$ cat src/rtl/audio_stream_sequencer.sv
// Sequences codec read/write handshakes, steps and primes the stereo filter,
// and selects the output source, switching modes only between samples.
module audio_stream_sequencer #(
  parameter int DATA_WIDTH  = 24,
  parameter int PRIME_COUNT = 8,
  parameter int CNT_WIDTH   = 16
) (
  input  logic                         clk,
  input  logic                         reset,
  input  logic                         read_ready,
  input  logic                         write_ready,
  input  logic signed [DATA_WIDTH-1:0] readdata_left,
  input  logic signed [DATA_WIDTH-1:0] readdata_right,
  output logic                         read,
  output logic                         write,
  output logic signed [DATA_WIDTH-1:0] writedata_left,
  output logic signed [DATA_WIDTH-1:0] writedata_right,
  output logic signed [DATA_WIDTH-1:0] sample_left,
  output logic signed [DATA_WIDTH-1:0] sample_right,
  input  logic signed [DATA_WIDTH-1:0] filt_left,
  input  logic signed [DATA_WIDTH-1:0] filt_right,
  output logic                         filt_step,
  output logic                         filt_clear,
  input  logic [1:0]                   mode_req,
  input  logic                         mode_req_valid,
  output logic [1:0]                   mode,
  output logic                         priming,
  output logic [CNT_WIDTH-1:0]         overrun_cnt
);

  typedef enum logic [1:0] {ST_CLEAR, ST_PRIME, ST_RUN} state_t;

  localparam logic [1:0] MODE_BYPASS = 2'd0;
  localparam logic [1:0] MODE_FILTER = 2'd1;
  localparam int         PW          = $clog2(PRIME_COUNT + 1);

  state_t          state, state_next;
  logic [PW-1:0]   prime_cnt, prime_cnt_next;
  logic [1:0]      mode_next, pend_mode, pend_mode_next;
  logic            pend, pend_next;
  logic [1:0]      gap;
  logic            step_d1, wb_d2, mute_d1, mute_d2;
  logic            active, transfer, apply;

  // Strobes are gated by reset so an in-flight sample cannot fire on the reset cycle.
  assign active     = (state == ST_PRIME) || (state == ST_RUN);
  assign transfer   = !reset && read_ready && write_ready && (gap == 2'd0) && active;
  assign apply      = !reset && pend && (gap == 2'd0) && !transfer && active;
  assign read       = transfer;
  assign write      = transfer;
  assign filt_step  = step_d1 && !reset;
  assign filt_clear = (state == ST_CLEAR) && !reset;
  assign priming    = (state == ST_PRIME);

  always_comb begin
    // NOTE: every output of this block gets a default first, so no path can infer a latch.
    state_next     = state;
    prime_cnt_next = prime_cnt;
    mode_next      = mode;
    pend_next      = pend;
    pend_mode_next = pend_mode;

    case (state)
      ST_CLEAR: begin
        prime_cnt_next = '0;
        state_next     = (mode == MODE_FILTER) ? ST_PRIME : ST_RUN;
      end
      ST_PRIME: begin
        if (transfer) begin
          if (prime_cnt == PW'(PRIME_COUNT - 1)) state_next = ST_RUN;
          else prime_cnt_next = prime_cnt + PW'(1);
        end
      end
      ST_RUN:  ;
      default: state_next = ST_CLEAR;
    endcase

    if (apply) begin
      mode_next  = pend_mode;
      state_next = ST_CLEAR;
      pend_next  = 1'b0;
    end

    // A new request is judged against the mode that will be active after this edge.
    if (mode_req_valid) begin
      pend_mode_next = mode_req;
      pend_next      = (mode_req != mode_next);
    end
  end

  always_ff @(posedge clk) begin
    // NOTE: sequential state uses non-blocking assignments so all registers update together.
    if (reset) begin
      state     <= ST_CLEAR;
      prime_cnt <= '0;
      mode      <= MODE_BYPASS;
      pend      <= 1'b0;
      pend_mode <= MODE_BYPASS;
    end else begin
      state     <= state_next;
      prime_cnt <= prime_cnt_next;
      mode      <= mode_next;
      pend      <= pend_next;
      pend_mode <= pend_mode_next;
    end
  end

  always_ff @(posedge clk) begin
    if (reset) begin
      gap             <= 2'd0;
      step_d1         <= 1'b0;
      wb_d2           <= 1'b0;
      mute_d1         <= 1'b0;
      mute_d2         <= 1'b0;
      sample_left     <= '0;
      sample_right    <= '0;
      writedata_left  <= '0;
      writedata_right <= '0;
      overrun_cnt     <= '0;
    end else begin
      if (transfer) gap <= 2'd2;
      else if (gap != 2'd0) gap <= gap - 2'd1;

      step_d1 <= transfer;
      mute_d1 <= transfer && (state == ST_PRIME);
      wb_d2   <= step_d1;
      mute_d2 <= mute_d1;

      if (transfer) begin
        sample_left  <= readdata_left;
        sample_right <= readdata_right;
      end

      // Priming mute travels with the sample, since state may already be RUN at writeback.
      if (wb_d2) begin
        if (mute_d2) begin
          writedata_left  <= '0;
          writedata_right <= '0;
        end else begin
          case (mode)
            MODE_BYPASS: begin
              writedata_left  <= sample_left;
              writedata_right <= sample_right;
            end
            MODE_FILTER: begin
              writedata_left  <= filt_left;
              writedata_right <= filt_right;
            end
            default: begin
              writedata_left  <= '0;
              writedata_right <= '0;
            end
          endcase
        end
      end

      if (active && read_ready && (!write_ready || gap != 2'd0) && (overrun_cnt != '1))
        overrun_cnt <= overrun_cnt + CNT_WIDTH'(1);
    end
  end

endmodule
$ cat config.mk
export PLATFORM = sky130hd
export DESIGN_NAME = audio_stream_sequencer
export DESIGN_NICKNAME = d
export VERILOG_FILES = /design/src/rtl/audio_stream_sequencer.sv
export SDC_FILE = /design/constraint.sdc
export NUM_CORES = 1
export LEC_CHECK = 0
export ABC_AREA = 1
export CORE_ASPECT_RATIO = 0.75
export CORE_MARGIN = 10
export CORE_UTILIZATION = 40
export CTS_BUF_LIST = sky130_fd_sc_hd__clkbuf_8
export DETAILED_ROUTE_END_ITERATION = 7
export PLACE_DENSITY_LB_ADDON = 0.3
export REMOVE_ABC_BUFFERS = 1
export SETUP_SLACK_MARGIN = 0.15
export SYNTH_ARGS = -nofsm -noshare
export SYNTH_HDL_FRONTEND = slang
export SYNTH_SLANG_ARGS = --single-unit
$ cat constraint.sdc
create_clock -name clk -period 1.8 [get_ports clk]
set_input_delay 0.45 -clock clk [delete_from_list [all_inputs] [get_ports clk]]
set_output_delay 0.45 -clock clk [all_outputs]
set_load 0.02 [all_outputs]
==> flow_metrics.tcl <==
set metrics [dict create \
    status "finished, violations left" \
    violated_checks "setup timing" \
    synth.avg_cell_area_um2 7.15 \
    grt_util_all_layers_pct 18.8 \
    yosys_most_used_dff "sky130_fd_sc_hd__dfxtp_1" \
    hold_path.class "reg2reg" \
    timing.clock.skew_ns 0.0129 \
    critical_path_class "reg2out" \
    drt_pre_antenna_iters 5 \
    cts_tree "yes" \
    route.detailed.wl_per_inst_um 15.4 \
    synth.cell_area_um2 5530 \
    maxCapViolations 0 \
    num_io_pins 222 \
    intPower_mw 5.60 \
    grt_pass1_vias 5484 \
    min_period_over_period_pct 111 \
    layout_setup_ws_ns -0.195 \
    syn_inst 773 \
    number_of_sinks_handled_by_clock_tree_synthesis 129 \
    worst_slew_pin_slew_ns 0.571 \
    clockPowerShare_pct 33.4 \
    start_util_pct 40.6 \
    route.antenna.remaining_nets 0 \
    drt-initial-drc-count 356 \
    fmax_mhz 501 \
    hpwlAfterDp_um 13200 \
    final_max_slew_viol_count 0 \
    cts.clk_slew.worst_paths_ns 0.08 \
    rsz0062_at_grt "true" \
    dp_slack_ns -0.603 \
    grt_max_degree 49 \
    timing_hold_violations_final 0 \
    endpoint_kind "output pin" \
    clock_tree.root_cell "sky130_fd_sc_hd__clkbuf_8" \
    num-nets-final 1118 \
    fraction_of_layout_instances_using_a_drive_strength_above_1_pct 14.4 \
    finalWeightedCongestion 0.863 \
    floorplan.core_area_um2 13600 \
    dieArea_um2 19000 \
    tritoncts.num_buffers 17 \
    total_switching_power_mw 2.56 \
    net_switching_share_of_the_total_power_pct 31.4 \
    remaining_global_route_overflow 0 \
    fp-row-count 37 \
    period_minus_slack_ns 1.99 \
    post_synth_num_cell_types 32 \
    synth.ff_latch_count 129 \
    synth-async-reset-ratio_pct 0 \
    n_antenna_cell 0 \
    worstPathRequired_ns 1.35 \
    io_buffers 221 \
    post_synth_main_area_contributors "sky130_fd_sc_hd__dfxtp_1 47%, sky130_fd_sc_hd__nand2_1 17%, sky130_fd_sc_hd__o21ai_0 7.1%, sky130_fd_sc_hd__a21oi_1 6.2%, sky130_fd_sc_hd__inv_1 5.4%" \
    peak_fanout_along_the_critical_path 3 \
    floorplan.die.width_um 156 \
    final_core_utilization_pct 63.1 \
    n_fill_cell 1261 \
    synth_largest_type_area_fraction_pct 46.7 \
    grt_antenna_before_repair 0 \
    num_vias 5780 \
    viasPerCell 4.82 \
    ir_worst_vdd_v 0.000441 \
    area.growth.synth_to_final_pct 55.4 \
    drt_drc_violations_left 0 \
    synth.largest_area_cell "sky130_fd_sc_hd__dfxtp_1" \
    seqPwrFrac_pct 38.6 \
    power_leakage_nw 3.54 \
    setup_violations 2 \
    synth_edf_count 0 \
    first_pass_grt_wire_length_um 28900 \
    htree_levels 4 \
    wl_um 18400 \
    power_per_cell_area_nw_per_um2 949 \
    die-height_um 122 \
    cts-root-to-sink-buffers 2 \
    power.share.combinational_pct 28.0 \
    timing.critical_path.from_type "flop" \
    worstPathArrival_ns 1.54 \
    slew-limit-headroom_pct 61.9 \
    seq_area_frac_synth_pct 46.7 \
    hold_buffers 0 \
    clkLatencyLatePin_ns 0.43 \
    ys_warn_count 0 \
]
==> per-stage QoR <==
stage	hold slack [ns]	TNS [ns]	total power [mW]	std cells	cell area, µm²
global placement	0.396	-17.10	5.26	1163	8090
floorplan	0.388	-48.04	4.17	730	5290
detailed placement	0.395	-18.00	5.28	1163	8090
global route	0.436	-5.68	8.57	1198	8590
CTS	0.413	-0.777	8.03	1195	8450
finish	0.408	-0.389	8.15	1198	8590
==> power groups by stage <==
stage	clock [mW]	sequential (mW)	combinational (mW)
floorplan	0	3.38	0.791
global placement	0	3.20	2.05
detailed placement	0	3.21	2.07
CTS	2.79	3.15	2.10
global route	2.90	3.17	2.49
finish	2.72	3.15	2.29
==> cell families after synthesis <==
family | count (synthesis) | synth area share, %
AO/OA/AOI/OAI | 186 | 17.3
XOR/XNOR | 8 | 1.27
AND/OR/NAND/NOR | 318 | 23.7
buffers and inverters | 127 | 9.94
adder cells (fa/ha/maj) | 5 | 1.13
flip-flops | 129 | 46.7
==> path summary, 6_finish.rpt <==
check	depth (start not counted)	slack [ns]	end	from
setup / recovery	7	-0.19	read	state[1]
hold / removal	2	0.41	mute_d2	mute_d1
hold reg to reg	2	0.41	mute_d2	mute_d1
setup reg to reg	9	0.02	sample_right[7]	state[1]
==> state kept, by name (all words and copies together), names as in the netlist <==
signal and count:
gap 2, writedata_left 24, mute_d2 1, pend 1, wb_d2 1, mute_d1 1, sample_right 24, pend_mode 2
mode 2, state 2, sample_left 24, writedata_right 24, prime_cnt 4, step_d1 1, overrun_cnt 16
==> layer usage <==
layer	part of all wire [%]	wire length [µm]	global-route usage, %	vias up
li1	-	-	-	2938
met1	43	7990	22.5	2640
met2	47	8630	31.0	186
met3	8.8	1630	6.94	16
met4	0.97	178	5.60	0
met5	0	0	0	-
==> placed cells by master (no fill, tap or decap), types with 4 or more instances in the layout <==
cell                              count
sky130_fd_sc_hd__buf_4               31
sky130_fd_sc_hd__nor3_1              10
sky130_fd_sc_hd__clkbuf_2             6
sky130_fd_sc_hd__clkdlybuf4s50_1    101
sky130_fd_sc_hd__o21ai_0             77
sky130_fd_sc_hd__dlygate4sd2_1       93
sky130_fd_sc_hd__nand2_2              8
sky130_fd_sc_hd__nor2_2               4
sky130_fd_sc_hd__inv_2                6
sky130_fd_sc_hd__buf_6                6
sky130_fd_sc_hd__buf_12               7
sky130_fd_sc_hd__a21oi_2              4
sky130_fd_sc_hd__dfxtp_2              7
sky130_fd_sc_hd__clkdlybuf4s15_2      6
sky130_fd_sc_hd__clkdlybuf4s15_1      8
sky130_fd_sc_hd__clkbuf_8            21
sky130_fd_sc_hd__dfxtp_1            122
sky130_fd_sc_hd__nor2_1              25
sky130_fd_sc_hd__o21ai_1             33
sky130_fd_sc_hd__nand3_2              4
sky130_fd_sc_hd__inv_1               76
sky130_fd_sc_hd__xor2_1               6
sky130_fd_sc_hd__nor2_4               6
sky130_fd_sc_hd__nand2_1            236
sky130_fd_sc_hd__nand3_1             14
sky130_fd_sc_hd__a21oi_1             64
==> synthesized netlist by cell type, types with 2 or more instances <==
library cell / count
sky130_fd_sc_hd__o31ai_1: 2
sky130_fd_sc_hd__buf_1: 3
sky130_fd_sc_hd__inv_1: 80
sky130_fd_sc_hd__a211oi_2: 2
sky130_fd_sc_hd__nor2_1: 29
sky130_fd_sc_hd__o21ai_1: 33
sky130_fd_sc_hd__dfxtp_1: 129
sky130_fd_sc_hd__ha_1: 5
sky130_fd_sc_hd__nand3b_1: 2
sky130_fd_sc_hd__buf_6: 5
sky130_fd_sc_hd__nand2_2: 3
sky130_fd_sc_hd__buf_2: 16
sky130_fd_sc_hd__xor2_1: 6
sky130_fd_sc_hd__buf_4: 4
sky130_fd_sc_hd__inv_2: 4
sky130_fd_sc_hd__clkbuf_1: 15
sky130_fd_sc_hd__a21oi_1: 69
sky130_fd_sc_hd__nand2_1: 243
sky130_fd_sc_hd__nor2_2: 5
sky130_fd_sc_hd__nor3_1: 10
sky130_fd_sc_hd__nand4_1: 2
sky130_fd_sc_hd__nand3_1: 18
sky130_fd_sc_hd__xnor2_1: 2
sky130_fd_sc_hd__o21ai_0: 78
==> critical path: stages (launching register included) <==
cell,delay (ns)
sky130_fd_sc_hd__dfxtp_2,0.34
sky130_fd_sc_hd__inv_2,0.05
sky130_fd_sc_hd__ha_4,0.28
sky130_fd_sc_hd__nand2_2,0.06
sky130_fd_sc_hd__nor2_2,0.09
sky130_fd_sc_hd__nand2_2,0.09
sky130_fd_sc_hd__inv_4,0.09
sky130_fd_sc_hd__buf_6,0.12
==> cell type report <==
type / instances / area, µm² / share of cell area (%)
clock buffers: 21 / 289 / 3.36
clock inverters: 11 / 151 / 1.76
inverters: 84 / 323 / 3.76
multi-input cells: 517 / 2560 / 29.8
flip-flops and latches: 129 / 2590 / 30.2
well taps: 175 / 219 / 2.55
repair buffers: 261 / 2460 / 28.6
==> what timing repair did <==
item | in CTS | in global routing
setup endpoints to repair | 189 | 95
pin swaps | 5 | 11
setup buffers | 0 | 3
gates cloned | 0 | 0
gates resized for setup | 174 | 56
Note: power is estimated with default switching activity, not from simulation.
